`src/rtl/mips_ctrl_pkg.sv`:
```
// Shared encodings for the multi-cycle MIPS controller: states, opcodes,
// funct codes, ALU operations and datapath mux selects.
package mips_ctrl_pkg;

  typedef enum logic [3:0] {
    ST_FETCH   = 4'd0,
    ST_DECODE  = 4'd1,
    ST_MEMADR  = 4'd2,
    ST_MEMRD   = 4'd3,
    ST_MEMWB   = 4'd4,
    ST_MEMWR   = 4'd5,
    ST_RTYPEEX = 4'd6,
    ST_RTYPEWB = 4'd7,
    ST_IMMEX   = 4'd8,
    ST_IMMWB   = 4'd9,
    ST_BEQEX   = 4'd10,
    ST_BNEEX   = 4'd11,
    ST_JEX     = 4'd12
  } state_t;

  // Which rule the ALU decoder applies in the current state
  typedef enum logic [2:0] {
    CLS_NONE,
    CLS_ADDR,
    CLS_RTYPE,
    CLS_IMM,
    CLS_BRANCH
  } alu_cls_t;

  localparam logic [5:0] OP_RTYPE = 6'b000000;
  localparam logic [5:0] OP_J     = 6'b000010;
  localparam logic [5:0] OP_BEQ   = 6'b000100;
  localparam logic [5:0] OP_BNE   = 6'b000101;
  localparam logic [5:0] OP_ADDI  = 6'b001000;
  localparam logic [5:0] OP_SLTI  = 6'b001010;
  localparam logic [5:0] OP_ANDI  = 6'b001100;
  localparam logic [5:0] OP_ORI   = 6'b001101;
  localparam logic [5:0] OP_LW    = 6'b100011;
  localparam logic [5:0] OP_SW    = 6'b101011;

  localparam logic [5:0] FN_SLL = 6'b000000;
  localparam logic [5:0] FN_SRL = 6'b000010;
  localparam logic [5:0] FN_SRA = 6'b000011;
  localparam logic [5:0] FN_ADD = 6'b100000;
  localparam logic [5:0] FN_SUB = 6'b100010;
  localparam logic [5:0] FN_AND = 6'b100100;
  localparam logic [5:0] FN_OR  = 6'b100101;
  localparam logic [5:0] FN_SLT = 6'b101010;

  localparam logic [2:0] ALU_AND = 3'b000;
  localparam logic [2:0] ALU_OR  = 3'b001;
  localparam logic [2:0] ALU_ADD = 3'b010;
  localparam logic [2:0] ALU_SLL = 3'b011;
  localparam logic [2:0] ALU_SRL = 3'b100;
  localparam logic [2:0] ALU_SRA = 3'b101;
  localparam logic [2:0] ALU_SUB = 3'b110;
  localparam logic [2:0] ALU_SLT = 3'b111;

  localparam logic [1:0] SRCA_PC = 2'b00;
  localparam logic [1:0] SRCA_A  = 2'b01;
  localparam logic [1:0] SRCA_B  = 2'b10;

  localparam logic [2:0] SRCB_B        = 3'b000;
  localparam logic [2:0] SRCB_FOUR     = 3'b001;
  localparam logic [2:0] SRCB_SIMM     = 3'b010;
  localparam logic [2:0] SRCB_SIMM_SH2 = 3'b011;
  localparam logic [2:0] SRCB_ZIMM     = 3'b100;
  localparam logic [2:0] SRCB_SHAMT    = 3'b101;

  localparam logic [1:0] PCSRC_ALU    = 2'b00;
  localparam logic [1:0] PCSRC_ALUOUT = 2'b01;
  localparam logic [1:0] PCSRC_JUMP   = 2'b10;

endpackage

```
`src/rtl/mips_multi_control_alu_decoder.sv`:
```
// ALU operation decode from state class, opcode and funct; also flags
// R-type shifts, which take rt/shamt instead of rs/rt as operands.
module alu_decoder
  import mips_ctrl_pkg::*;
(
  input  alu_cls_t   alu_cls,
  input  logic [5:0] opcode,
  input  logic [5:0] funct,
  output logic [2:0] alu_control,
  output logic       shift_sel
);

  always_comb begin
    alu_control = ALU_AND;
    shift_sel   = 1'b0;
    case (alu_cls)
      CLS_ADDR:   alu_control = ALU_ADD;
      CLS_BRANCH: alu_control = ALU_SUB;
      CLS_RTYPE: begin
        case (funct)
          FN_ADD: alu_control = ALU_ADD;
          FN_SUB: alu_control = ALU_SUB;
          FN_AND: alu_control = ALU_AND;
          FN_OR:  alu_control = ALU_OR;
          FN_SLT: alu_control = ALU_SLT;
          FN_SLL: begin alu_control = ALU_SLL; shift_sel = 1'b1; end
          FN_SRL: begin alu_control = ALU_SRL; shift_sel = 1'b1; end
          FN_SRA: begin alu_control = ALU_SRA; shift_sel = 1'b1; end
          default: alu_control = ALU_ADD;
        endcase
      end
      CLS_IMM: begin
        case (opcode)
          OP_SLTI: alu_control = ALU_SLT;
          OP_ANDI: alu_control = ALU_AND;
          OP_ORI:  alu_control = ALU_OR;
          default: alu_control = ALU_ADD;
        endcase
      end
      default: alu_control = ALU_AND;
    endcase
  end

endmodule

```
`src/rtl/mips_multi_control.sv`:
```
// Moore main controller for the multi-cycle MIPS datapath.
//
//   state    | meaning
//   FETCH    | read instr at PC into IR, PC <= PC + 4
//   DECODE   | read regs, branch target into ALUOut
//   MEMADR   | lw/sw effective address
//   MEMRD    | data memory read
//   MEMWB    | load data into rt
//   MEMWR    | data memory write
//   RTYPEEX  | R-type ALU op
//   RTYPEWB  | R-type result into rd
//   IMMEX    | immediate ALU op
//   IMMWB    | immediate result into rt
//   BEQEX    | compare, take branch on zero
//   BNEEX    | compare, take branch on non-zero
//   JEX      | jump
module mips_multi_control
  import mips_ctrl_pkg::*;
(
  input  logic       clk_i,
  input  logic       reset_i,
  input  logic [5:0] opcode_i,
  input  logic [5:0] funct_i,
  input  logic       zero_i,
  output logic       pc_en_o,
  output logic       i_or_d_o,
  output logic       mem_write_o,
  output logic       ir_write_o,
  output logic       reg_dst_o,
  output logic       mem_to_reg_o,
  output logic       reg_write_o,
  output logic [1:0] alu_src_a_o,
  output logic [2:0] alu_src_b_o,
  output logic [1:0] pc_src_o,
  output logic [2:0] alu_control_o
);

  state_t   state, state_nxt;
  alu_cls_t alu_cls;
  logic     shift_sel;
  logic     pc_en, mem_write, ir_write, reg_write;

  always_ff @(posedge clk_i or posedge reset_i) begin
    if (reset_i) state <= ST_FETCH;
    else         state <= state_nxt;
  end

  always_comb begin
    state_nxt = ST_FETCH;
    case (state)
      ST_FETCH: state_nxt = ST_DECODE;
      ST_DECODE: begin
        case (opcode_i)
          OP_LW, OP_SW:                        state_nxt = ST_MEMADR;
          OP_RTYPE:                            state_nxt = ST_RTYPEEX;
          OP_BEQ:                              state_nxt = ST_BEQEX;
          OP_BNE:                              state_nxt = ST_BNEEX;
          OP_ADDI, OP_SLTI, OP_ANDI, OP_ORI:   state_nxt = ST_IMMEX;
          OP_J:                                state_nxt = ST_JEX;
          default:                             state_nxt = ST_FETCH;
        endcase
      end
      ST_MEMADR:  state_nxt = (opcode_i == OP_LW) ? ST_MEMRD : ST_MEMWR;
      ST_MEMRD:   state_nxt = ST_MEMWB;
      ST_RTYPEEX: state_nxt = ST_RTYPEWB;
      ST_IMMEX:   state_nxt = ST_IMMWB;
      default:    state_nxt = ST_FETCH;
    endcase
  end

  alu_decoder u_alu_decoder (
    .alu_cls     (alu_cls),
    .opcode      (opcode_i),
    .funct       (funct_i),
    .alu_control (alu_control_o),
    .shift_sel   (shift_sel)
  );

  always_comb begin
    pc_en        = 1'b0;
    i_or_d_o     = 1'b0;
    mem_write    = 1'b0;
    ir_write     = 1'b0;
    reg_dst_o    = 1'b0;
    mem_to_reg_o = 1'b0;
    reg_write    = 1'b0;
    alu_src_a_o  = SRCA_PC;
    alu_src_b_o  = SRCB_B;
    pc_src_o     = PCSRC_ALU;
    alu_cls      = CLS_NONE;
    case (state)
      ST_FETCH: begin
        ir_write    = 1'b1;
        pc_en       = 1'b1;
        alu_src_b_o = SRCB_FOUR;
        alu_cls     = CLS_ADDR;
      end
      ST_DECODE: begin
        alu_src_b_o = SRCB_SIMM_SH2;
        alu_cls     = CLS_ADDR;
      end
      ST_MEMADR: begin
        alu_src_a_o = SRCA_A;
        alu_src_b_o = SRCB_SIMM;
        alu_cls     = CLS_ADDR;
      end
      ST_MEMRD: i_or_d_o = 1'b1;
      ST_MEMWB: begin
        mem_to_reg_o = 1'b1;
        reg_write    = 1'b1;
      end
      ST_MEMWR: begin
        i_or_d_o  = 1'b1;
        mem_write = 1'b1;
      end
      ST_RTYPEEX: begin
        alu_cls     = CLS_RTYPE;
        alu_src_a_o = shift_sel ? SRCA_B : SRCA_A;
        alu_src_b_o = shift_sel ? SRCB_SHAMT : SRCB_B;
      end
      ST_RTYPEWB: begin
        reg_dst_o = 1'b1;
        reg_write = 1'b1;
      end
      ST_IMMEX: begin
        alu_cls     = CLS_IMM;
        alu_src_a_o = SRCA_A;
        alu_src_b_o = (opcode_i == OP_ANDI || opcode_i == OP_ORI) ? SRCB_ZIMM : SRCB_SIMM;
      end
      ST_IMMWB: reg_write = 1'b1;
      ST_BEQEX, ST_BNEEX: begin
        alu_cls     = CLS_BRANCH;
        alu_src_a_o = SRCA_A;
        pc_src_o    = PCSRC_ALUOUT;
        pc_en       = (state == ST_BEQEX) ? zero_i : !zero_i;
      end
      ST_JEX: begin
        pc_src_o = PCSRC_JUMP;
        pc_en    = 1'b1;
      end
      default: alu_cls = CLS_NONE;
    endcase
  end

  // Reset holds FETCH mux values but must not let any write enable through
  assign pc_en_o     = pc_en & ~reset_i;
  assign ir_write_o  = ir_write & ~reset_i;
  assign mem_write_o = mem_write & ~reset_i;
  assign reg_write_o = reg_write & ~reset_i;

endmodule

```
`config.mk`:
```
export PLATFORM = sky130hd
export DESIGN_NAME = mips_multi_control
export DESIGN_NICKNAME = d
export VERILOG_FILES = /design/src/rtl/mips_ctrl_pkg.sv /design/src/rtl/mips_multi_control_alu_decoder.sv /design/src/rtl/mips_multi_control.sv
export SDC_FILE = /design/constraint.sdc
export NUM_CORES = 1
export LEC_CHECK = 0
export ABC_AREA = 1
export ABC_CLOCK_PERIOD_IN_PS = 2900
export CAP_MARGIN = 30
export CORE_MARGIN = 5
export CORE_UTILIZATION = 35
export DETAILED_ROUTE_END_ITERATION = 12
export PLACE_DENSITY_LB_ADDON = 0.1
export SYNTH_ARGS = -nofsm -noshare
export SYNTH_HDL_FRONTEND = slang
export SYNTH_SLANG_ARGS = --single-unit
```
`constraint.sdc`:
```
create_clock -name clk_i -period 2.9 [get_ports clk_i]
set_input_delay 0.29 -clock clk_i [delete_from_list [all_inputs] [get_ports clk_i]]
set_output_delay 0.29 -clock clk_i [all_outputs]
set_load 0.02 [all_outputs]
```
==> tab_implementation.tex <==
\begin{tabular}{lr}
\hline
Metric & Value \\
\hline
\multicolumn{2}{l}{\textbf{Status}} \\
Status & finished, final reports clean \\
\multicolumn{2}{l}{\textbf{Clock tree}} \\
Setup Buffers After CTS & 0 \\
Clock network latency to the later pin of the worst-skew pair & between 0.2 and 0.25 ns \\
Number of buffers inserted during clock tree synthesis & 3 \\
H-Tree Level Count & 1 \\
Clock tree from TritonCTS & yes \\
Worst-case clock buffer depth & 2 \\
Clock slew seen by the registers of the worst setup and hold paths & 0.04 ns \\
Clock Sinks & 4 \\
CTS Root Cell & sky130\_fd\_sc\_hd\_\_clkbuf\_4 \\
Hold Buf Count CTS & 0 \\
\# resized after CTS & 0 \\
\multicolumn{2}{l}{\textbf{Timing}} \\
Number of hold violations in the final report & 0 \\
Final critical-path share of the clock period & 80.9\% \\
Count of final setup violators & 0 \\
Achievable clock frequency & 426 MHz \\
Maximum clock skew at final layout & around 0.0058 ns \\
Measured slew at the worst slew-check pin & 0.289 ns \\
Setup TNS & 0 ns \\
RSZ-0062 raised after global routing & no \\
Number of max-slew violations in the final report & 0 \\
Worst slew margin relative to its limit & between 80\% and 90\% \\
Time the worst path needs with I/O delays and setup & 2.35 ns \\
\multicolumn{2}{l}{\textbf{Critical path}} \\
Data arrival time of the critical path & 2.06 ns \\
Cell breakdown of the critical path & clkdlybuf4s50\_1 -> nor2\_1 -> nand3\_1 -> nor2\_1 -> a21oi\_1 -> nand2\_1 -> clkdlybuf4s50\_1 \\
Critical Path Max Stage Delay & 0.60 ns \\
Startpoint types & primary input \\
Required time of the worst setup path & between 2 and 3 ns \\
Critical path class & primary input to output pin \\
Largest driver fanout on the critical path & 5 \\
Type of element capturing the critical path & output pin \\
Cell with the biggest individual delay on the critical path & sky130\_fd\_sc\_hd\_\_clkdlybuf4s50\_1 \\
\multicolumn{2}{l}{\textbf{Finish}} \\
Number of filler instances in the final layout & 180 \\
Top reg by flops & state \\
Ant diodes & 0 \\
Number of flip-flops under the largest register name & 4 \\
Regs by FF count & state (4) \\
Layout overhead on the synthesized area & 58.3\% \\
Total Nets Final & 170 \\
Layout cell share with drive strength beyond 1 & between 10\% and 20\% \\
Number of non-filler instances in the completed layout & around 180 \\
\multicolumn{2}{l}{\textbf{Placement}} \\
DP Wirelength & 1560 µm \\
Number of instances in the placed design & 175 \\
I/O Buffers & 31 \\
RePlAce Congestion & around 0.86 \\
\multicolumn{2}{l}{\textbf{Power and ir drop}} \\
Switching share of power & 48.2\% \\
Net switching power figure & 234 µW \\
Comb power frac & 67.9\% \\
Pleak & 0.000469 µW \\
Clk pwr share & a little over an eighth \\
Internal power contribution & 251 µW \\
Highest ir drop seen on vdd & 0.000411 V \\
Share of total power in sequential cells & between 10\% and 20\% \\
Power per standard cell area & around 490 nW/µm² \\
\multicolumn{2}{l}{\textbf{Hold path}} \\
Hold Path Class & primary input to async pin \\
\multicolumn{2}{l}{\textbf{Global routing}} \\
Initial antenna violation count & 0 \\
Aggregate global routing overflow & 0 \\
Pin count of the biggest net entering global routing & 8 \\
Via count of the first global-routing pass & approximately 730 \\
Total track usage & 14.4\% \\
Global-route wire length before repair & 2990 µm \\
\multicolumn{2}{l}{\textbf{Synth}} \\
Yosys top cell area share & between 10\% and 20\% \\
Leading area contributor after synthesis & sky130\_fd\_sc\_hd\_\_dfrtp\_1 \\
Cell area after synthesis & 624 µm² \\
Mean instance size in the synthesized netlist & 5.25 µm² \\
Unique cell type count in the Yosys netlist & 18 \\
Net count of the mapped netlist & roughly 130 \\
Post-synthesis instance total & 119 \\
Biggest area contributors in the synthesized netlist & sky130\_fd\_sc\_hd\_\_dfrtp\_1 16\%, sky130\_fd\_sc\_hd\_\_nand2\_1 15\%, sky130\_fd\_sc\_hd\_\_nor2\_1 15\% \\
Number of storage elements in the synthesis netlist & 4 \\
Sequential share of the synthesized area & 16.0\% \\
Count of warnings emitted by yosys & 0 \\
\multicolumn{2}{l}{\textbf{Detailed routing}} \\
Average wire per cell in the routed design & 10.1 µm \\
Via density per instance & around 4.8 \\
Detailed-routing iteration count for the pre-antenna-repair pass & 4 \\
Total wire length & 1800 µm \\
Post-DRT Antenna Nets & 0 \\
Total via count after detailed routing & 849 \\
First-iteration detailed-routing DRC count & 22 \\
Final routed DRC violation total & 0 \\
\multicolumn{2}{l}{\textbf{Floorplan}} \\
Number of standard-cell rows in the floorplan & 15 \\
Overall die width & 52.2 µm \\
CORE AREA & 1710 µm² \\
Initial cell density of the core & a little over a third \\
Die footprint & 2730 µm² \\
Ports & 32 \\
Die Height & approximately 52 µm \\
\multicolumn{2}{l}{\textbf{Run}} \\
Number of max-capacitance violations reported & 0 \\
\hline
\end{tabular}
placed cells by master (no fill, tap or decap):
cell type and n:
sky130_fd_sc_hd__inv_2 7, sky130_fd_sc_hd__dfrtp_1 4, sky130_fd_sc_hd__nor2_1 25, sky130_fd_sc_hd__a21oi_1 6, sky130_fd_sc_hd__nand2_2 1, sky130_fd_sc_hd__inv_1 15
sky130_fd_sc_hd__xor2_1 1, sky130_fd_sc_hd__nand3_1 13, sky130_fd_sc_hd__nor2_4 1, sky130_fd_sc_hd__nand2_1 25, sky130_fd_sc_hd__nor2_2 5, sky130_fd_sc_hd__clkbuf_4 3
sky130_fd_sc_hd__nand4_2 1, sky130_fd_sc_hd__clkdlybuf4s50_1 31, sky130_fd_sc_hd__nor3_1 1, sky130_fd_sc_hd__o21ai_0 4, sky130_fd_sc_hd__nand3b_1 2, sky130_fd_sc_hd__nand4_1 3
sky130_fd_sc_hd__o21ai_1 3, sky130_fd_sc_hd__o211ai_1 2
cell usage after synthesis:
| master | number |
|---|---|
| sky130_fd_sc_hd__a21oi_1 | 6 |
| sky130_fd_sc_hd__dfrtp_1 | 4 |
| sky130_fd_sc_hd__inv_1 | 15 |
| sky130_fd_sc_hd__inv_2 | 7 |
| sky130_fd_sc_hd__nand2_1 | 25 |
| sky130_fd_sc_hd__nand2_2 | 1 |
| sky130_fd_sc_hd__nand3_1 | 13 |
| sky130_fd_sc_hd__nand3b_1 | 2 |
| sky130_fd_sc_hd__nand4_1 | 3 |
| sky130_fd_sc_hd__nand4_2 | 1 |
| sky130_fd_sc_hd__nor2_1 | 25 |
| sky130_fd_sc_hd__nor2_2 | 5 |
| sky130_fd_sc_hd__nor2_4 | 1 |
| sky130_fd_sc_hd__nor3_1 | 1 |
| sky130_fd_sc_hd__o211ai_1 | 2 |
| sky130_fd_sc_hd__o21ai_0 | 4 |
| sky130_fd_sc_hd__o21ai_1 | 3 |
| sky130_fd_sc_hd__xor2_1 | 1 |
path summary, 6_finish.rpt:
check | startpoint | end | slack, ns | cells after the start
max in group asynchronous | reset_i | state[2] | 2.36 | 2
worst min register to register | state[0] | state[0] | 0.59 | 1
worst max register to register | state[2] | state[2] | 1.64 | 5
min in group clk_i | state[0] | state[0] | 0.59 | 1
worst min-delay path | reset_i | state[0] | 0.36 | 2
worst max-delay path | opcode_i[5] | alu_control_o[0] | 0.55 | 7
routing by layer:
| metal | part of all wire, % | track usage, % | vias to the layer above | wire length (µm) |
|---|---|---|---|---|
| li1 | - | - | 454 | - |
| met1 | 47 | 18.4 | 367 | 843 |
| met2 | 45 | 24.3 | 26 | 810 |
| met3 | 7.3 | 2.28 | 2 | 131 |
| met4 | 0.94 | 5.11 | 0 | 17 |
| met5 | 0 | 0 | - | 0 |
cell families after synthesis:
family	after synthesis	share of synthesized area, %
XOR/XNOR	1	1.40
flip-flops	4	16.0
AND/OR/NAND/NOR	77	56.5
buffers and inverters	22	13.2
AO/OA/AOI/OAI	15	12.8
critical path, delay by kind of cell:
| family | cells | cell delay (ns) |
|---|---|---|
| buffers and inverters | 2 | 1.04 |
| and+or+nand+nor | 4 | 0.66 |
| AOI/OAI and AO/OA | 1 | 0.07 |
power by group through the flow:
stage          registers [µW]  logic, µW  clock network, µW
2_1_floorplan            87.6        196                  0
3_3_place_gp             91.7        325                  0
3_5_place_dp             91.7        328                  0
4_1_cts                  90.8        329               68.4
5_1_grt                  94.1        356               73.0
6_report                 90.8        330               65.3
stage by stage:
stage / hold slack, ns / util [%] / worst slack (ns) / instance area, µm² / power (µW)
2_1_floorplan: 0.0644 / - / 1.16 / 624 / 284
3_3_place_gp: 0.586 / 56.6 / 0.581 / 966 / 417
3_5_place_dp: 0.584 / 56.6 / 0.552 / 966 / 419
4_1_cts: 0.364 / 57.9 / 0.550 / 988 / 488
5_1_grt: 0.396 / 57.9 / 0.370 / 988 / 524
6_report: 0.358 / 57.9 / 0.552 / 988 / 486
cell type report:
class,instances,area (µm²),area share (%)
inverter,22,82.6,8.35
timing repair buffer,31,310,31.4
tap,25,31.3,3.16
sequential,4,100,10.1
clock buffer,3,22.5,2.28
multi-input combinational,93,442,44.7
Note: power is estimated with default switching activity, not from simulation.
